**src/rtl/popcount_serial_n_if.sv**
```systemverilog
// Handshake bundle for popcount_serial_n.
// Master drives the request; slave returns status and result.
interface popcount_serial_n_if #(
  parameter int data_size = 8
);
  localparam int rw = $clog2(data_size + 1);

  logic                 start;
  logic [1:0]           mode;
  logic [data_size-1:0] in_data;
  logic                 busy;
  logic                 done;
  logic [rw-1:0]        result;

  modport master (
    output start, mode, in_data,
    input  busy, done, result
  );

  modport slave (
    input  start, mode, in_data,
    output busy, done, result
  );
endinterface

```
**src/rtl/popcount_serial_n.sv**
```systemverilog
// Bit-serial ones/zeros/trailing/leading-zero counter.
// Consumes bits_per_cycle bits per RUN cycle; may exit early.
module popcount_serial_n #(
  parameter int data_size      = 8,
  parameter int bits_per_cycle = 1,
  parameter bit early_exit     = 1'b1
) (
  input  logic         clock,
  input  logic         reset,
  popcount_serial_n_if.slave bus
);
  localparam int RW  = $clog2(data_size + 1);
  localparam int BPC = bits_per_cycle;
  localparam int NM  = data_size / bits_per_cycle;
  localparam int CW  = $clog2(NM + 1);

  typedef enum logic [1:0] {
    S_IDLE,
    S_RUN,
    S_DONE
  } state_t;

  state_t               r_state;
  state_t               w_next;
  logic [data_size-1:0] r_sh;
  logic [data_size-1:0] w_sh_nx;
  logic [RW-1:0]        r_acc;
  logic [RW-1:0]        r_result;
  logic [RW-1:0]        w_pop;
  logic [RW-1:0]        w_zc;
  logic [RW-1:0]        w_add;
  logic [1:0]           r_m;
  logic [CW-1:0]        r_cnt;
  logic                 r_found;
  logic                 r_busy;
  logic                 r_done;
  logic [BPC-1:0]       w_chunk;
  logic                 w_hit;
  logic                 w_exit;

  always_comb begin
    w_chunk = (r_m == 2'b11) ? r_sh[data_size-1 -: BPC]
                             : r_sh[BPC-1:0];
    w_sh_nx = (r_m == 2'b11) ? (r_sh << BPC) : (r_sh >> BPC);
    w_pop = '0;
    for (int i = 0; i < BPC; i++)
      w_pop = w_pop + RW'(w_chunk[i]);
    // zeros ahead of the first 1; BPC when the chunk is empty
    w_zc = RW'(BPC);
    if (r_m[0]) begin
      for (int i = 0; i < BPC; i++)
        if (w_chunk[i]) w_zc = RW'(BPC - 1 - i);
    end else begin
      for (int i = BPC - 1; i >= 0; i--)
        if (w_chunk[i]) w_zc = RW'(i);
    end
    w_hit = r_m[1] & (|w_chunk) & ~r_found;
    if (!r_m[1])     w_add = w_pop;
    else if (r_found) w_add = '0;
    else             w_add = w_zc;
    w_exit = (r_cnt + CW'(1) == CW'(NM))
      || (early_exit && !r_m[1] && (w_sh_nx == '0))
      || (early_exit && w_hit);
  end

  always_comb begin
    w_next = r_state;
    unique case (r_state)
      S_IDLE: if (bus.start) w_next = S_RUN;
      S_RUN:  if (w_exit)    w_next = S_DONE;
      S_DONE:                w_next = S_IDLE;
      default:               w_next = S_IDLE;
    endcase
  end

  always_ff @(posedge clock or negedge reset) begin
    if (!reset) begin
      r_state <= S_IDLE;
      r_busy  <= 1'b0;
      r_done  <= 1'b0;
    end else begin
      r_state <= w_next;
      r_busy  <= (w_next != S_IDLE);
      r_done  <= (w_next == S_DONE);
    end
  end

  always_ff @(posedge clock or negedge reset) begin
    if (!reset) begin
      r_sh     <= '0;
      r_acc    <= '0;
      r_result <= '0;
      r_m      <= '0;
      r_cnt    <= '0;
      r_found  <= 1'b0;
    end else if (r_state == S_IDLE && bus.start) begin
      r_sh    <= (bus.mode == 2'b01) ? ~bus.in_data : bus.in_data;
      r_m     <= bus.mode;
      r_acc   <= '0;
      r_cnt   <= '0;
      r_found <= 1'b0;
    end else if (r_state == S_RUN) begin
      r_sh    <= w_sh_nx;
      r_acc   <= r_acc + w_add;
      r_cnt   <= r_cnt + CW'(1);
      r_found <= r_found | w_hit;
      if (w_exit) r_result <= r_acc + w_add;
    end
  end

  assign bus.busy   = r_busy;
  assign bus.done   = r_done;
  assign bus.result = r_result;
endmodule

```
**src/flat_wrapper.sv**
```systemverilog
// flat-port wrapper written by rule: the top's interface ports become plain ports
module popcount_serial_n_flat 
#(
  parameter int data_size      = 8,
  parameter int bits_per_cycle = 1,
  parameter bit early_exit     = 1'b1
)
  (clock, reset, bus_start, bus_mode, bus_in_data, bus_busy, bus_done, bus_result);
  popcount_serial_n_if #(.data_size(data_size)) bus_i ();
  input  logic clock;
  input  logic reset;
  input wire logic [$bits(bus_i.start)-1:0] bus_start;
  input wire logic [$bits(bus_i.mode)-1:0] bus_mode;
  input wire logic [$bits(bus_i.in_data)-1:0] bus_in_data;
  output wire logic [$bits(bus_i.busy)-1:0] bus_busy;
  output wire logic [$bits(bus_i.done)-1:0] bus_done;
  output wire logic [$bits(bus_i.result)-1:0] bus_result;
  assign bus_i.start = bus_start;
  assign bus_i.mode = bus_mode;
  assign bus_i.in_data = bus_in_data;
  assign bus_busy = bus_i.busy;
  assign bus_done = bus_i.done;
  assign bus_result = bus_i.result;
  popcount_serial_n #(.data_size(data_size), .bits_per_cycle(bits_per_cycle), .early_exit(early_exit)) u_core (.clock(clock), .reset(reset), .bus(bus_i));
endmodule
```
**config.mk**
```make
export PLATFORM = sky130hd
export DESIGN_NAME = popcount_serial_n_flat
export DESIGN_NICKNAME = d
export VERILOG_FILES = /design/src/rtl/popcount_serial_n_if.sv /design/src/rtl/popcount_serial_n.sv /design/src/flat_wrapper.sv
export SDC_FILE = /design/constraint.sdc
export NUM_CORES = 1
export LEC_CHECK = 0
export ABC_CLOCK_PERIOD_IN_PS = 2200
export BUFFER_PORTS_ARGS = -buffer_cell sky130_fd_sc_hd__clkbuf_2
export CAP_MARGIN = 20
export CORE_ASPECT_RATIO = 1.5
export CORE_MARGIN = 4
export CORE_UTILIZATION = 58
export CTS_BUF_LIST = sky130_fd_sc_hd__clkbuf_2
export DETAILED_ROUTE_END_ITERATION = 16
export PLACE_DENSITY = 0.84
export SLEW_MARGIN = 20
export SYNTH_ARGS = -nofsm -noshare
export SYNTH_HDL_FRONTEND = slang
export SYNTH_SLANG_ARGS = --single-unit
```
**constraint.sdc**
```tcl
create_clock -name clock -period 2.2 [get_ports clock]
set_input_delay 0.22 -clock clock [delete_from_list [all_inputs] [get_ports clock]]
set_output_delay 0.22 -clock clock [all_outputs]
set_load 0.01 [all_outputs]
```
==> metrics.yaml <==
sta:
  period_minus_slack_ps: 1930
  max-slew-margin-rel: 0.562
  max_freq_mhz: 518
  maxSlewViolCount: 0
  final.period_utilization: 0.877
  fin_worst_skew_ps: 3.42
  hold-worst-slack_ps: 99.1
  grt_setup_unrepaired: "false"
  tns_ps: 0
  layout_setup_ws_ps: 270
  finalSetupViolCount: 0
  tightest_slew_ps: 657
  final-hold-violation-count: 0
die:
  dieWidth_um: 47.6
  fp.coreArea_mm2: 0.00223
  initial_core_util: 0.611
  pin_count: 19
  fp-row-count: 21
  die_area_mm2: 0.00321
  die_h_um: 67.4
global_routing:
  grt_pass1_wl_um: 4240
  grt_max_degree: 28
  track_usage: 0.186
  antenna_found_initial: 0
  grt-ovfl-total: 0
  grt_pass1_vias: 940
pwr:
  ir_worst_vdd_v: 0.000805
  seq_power_share: 0.456
  p_comb_frac: 0.457
  cellLeakagePower_uw: 0.000730
  p_int_uw: 1240
  swShare: 0.403
  power.share.clock: 0.088
  switching_power_uw: 841
  powerDensity_mw_per_mm2: 1380
cts:
  cts_tree: "done"
  cts_setup_buffers: 0
  clockRootBuffer: "clkbuf_2"
  cts.sinks: 27
  clock_latency_ps: 350
  clockBufferDepth: 2
  cts.htree.levels: 1
  cts.clk_slew.worst_paths_ps: 230
  cts_made_buffers: 3
worst_setup_path:
  required_ps: 2480
  ff2ff_setup_slack_ps: 270
  cp_max_fo: 4
  worstSetupEndpointType: "flip-flop"
  r2r-end: "u_core.bus.result[2]$_DFFE_PN0P_"
  worstSetupPathType: "reg -> reg"
  start_kind: "flip-flop"
  timing.rr.start: "u_core.r_m[0]$_DFFE_PN0P_"
  cp.arrival_ps: 2210
  reg2reg_depth: 7
place:
  place_area_mm2: 0.00148
  dp_slack_ps: 312
  port_buffers: 18
  place_congestion: 0.886
  dp_hpwl_um: 1860
yosys:
  synth_edf_count: 0
  ys_ff_latch: 27
  syn-instance-count: 117
  synth_nets: 133
  synthDominantCellAreaShare: 0.495
  syn-cell-area_mm2: 0.00137
  synthArstFlopShare: 1.00
  synth_area_per_cell_um2: 11.7
  ys_seq_area_frac: 0.495
  synth_top_flop_cell: "dfrtp_1"
  synth_area_leader_cell: "dfrtp_1"
  yosys_warnings: 0
  ys_types: 36
  synthTopCellsByArea: "dfrtp_1 (49%), mux2_4 (5.5%), xor2_1 (4.5%)"
final_layout:
  finalInstanceArea_mm2: 0.00151
  layout_commonest_cell: "dfrtp_1"
  drive_gt1_frac: 0.277
  antenna_cells: 0
  area_growth_pct: 10.4
  fin_nets: 154
  fill_cells: 169
  final_cell_mix: "dfrtp_1 (27), clkbuf_2 (21), o21ai_0 (9), xor2_1 (7)"
worst_hold_path:
  hold_start: "bus_mode[1]"
  hold_class: "in -> reg"
  worstHoldEndpoint: "u_core.r_m[1]$_DFFE_PN0P_"
  min_path_cells: 2
detailed_routing:
  first_iter_violations: 26
  remaining_drc_errors: 0
  postRouteAntennaNets: 0
  vias_per_cell: 6.01
  first_pass_iters: 4
  routedWlPerCell_um: 16.0
  vias: 962
  wl_um: 2560
outcome:
  status: "completed"
run:
  maxCapViolCount: 0
==> final cells by class <==
class	instances	area [um2]	share of cell area
clock buffers	3	15.0	0.00996
clock inverters	1	5.00	0.00332
inverters	2	7.51	0.00498
multi-input cells	83	661	0.438
flip-flops and latches	27	676	0.448
well taps	23	28.8	0.0191
repair buffers	21	115	0.0763
==> cell usage after synthesis, drive strengths merged, types with 2 or more instances <==
cell    count
ha          3
a32oi       2
clkbuf      4
mux2        9
xnor2       3
o22ai       5
nand2       6
nor2        4
o21ai       9
a21oi       7
nor2b       2
mux2i       6
nand3       2
a22o        4
xor2        7
dfrtp      27
nor4        2
nand4       2
o211ai      2
==> kinds of logic (layout without fill, tap and decap cells) <==
kind of cell	Yosys count	count (layout)	share of synthesized area
adders and majority gates	3	3	0.0275
and+or+nand+nor	22	22	0.0889
buffers and inverters	7	27	0.0211
muxes	15	15	0.132
DFF	27	27	0.495
xor gates and xnor gates	10	10	0.0642
AOI/OAI and AO/OA	33	33	0.171
==> worst max-delay path by stage <==
| stage | start | to | slack (ps) | cells after the start |
|---|---|---|---|---|
| after floorplan | u_core.r_m[0]$_DFFE_PN0P_ | u_core.bus.result[2]$_DFFE_PN0P_ | 390 | 7 |
| after global placement | u_core.r_m[0]$_DFFE_PN0P_ | u_core.bus.result[2]$_DFFE_PN0P_ | 360 | 7 |
| after detailed placement | u_core.r_m[0]$_DFFE_PN0P_ | u_core.bus.result[2]$_DFFE_PN0P_ | 310 | 7 |
| after CTS | u_core.r_m[0]$_DFFE_PN0P_ | u_core.bus.result[2]$_DFFE_PN0P_ | 290 | 7 |
| after global routing | u_core.r_m[0]$_DFFE_PN0P_ | u_core.bus.result[2]$_DFFE_PN0P_ | 210 | 7 |
| final | u_core.r_m[0]$_DFFE_PN0P_ | u_core.bus.result[2]$_DFFE_PN0P_ | 270 | 7 |
==> flip-flops by register name, indices dropped and copies added (netlist names) <==
register and flops:
u_core.bus.busy 1, u_core.bus.done 1, u_core.bus.result 4, u_core.r_acc 4, u_core.r_cnt 4, u_core.r_found 1
u_core.r_m 2, u_core.r_sh 8, u_core.r_state 2
==> repair_timing <==
item / in CTS / in global routing
hold endpoints to repair: 27 / 0
resized for setup: 0 / 0
hold buffers: 1 / 0
==> critical path, stage by stage (launching register included) <==
cell	delay [ps]
dfrtp_1	480
mux2_4	240
nor2_1	40
mux2_2	250
ha_1	190
ha_1	220
xor2_1	170
mux2_4	250
==> per-layer routing <==
metal  GRT usage  wire length, um
met1       0.213              982
met3      0.0347              118
met4      0.0808               28
met2       0.322             1430
met5           0                0
==> power groups by stage <==
stage / registers (uW) / clock network (uW) / logic (uW)
after CTS: 944 / 194 / 967
after global routing: 977 / 204 / 1060
after floorplan: 904 / 0 / 747
after global placement: 937 / 0 / 923
final: 950 / 183 / 953
after detailed placement: 954 / 0 / 960
==> through the flow <==
stage / cells / total power [uW] / util
floorplan: 117 / 1650 / -
global placement: 155 / 1860 / 0.662
detailed placement: 155 / 1910 / 0.662
CTS: 160 / 2110 / 0.675
global route: 160 / 2240 / 0.675
finish: 160 / 2090 / 0.675
(Power assumes the default switching activity.)
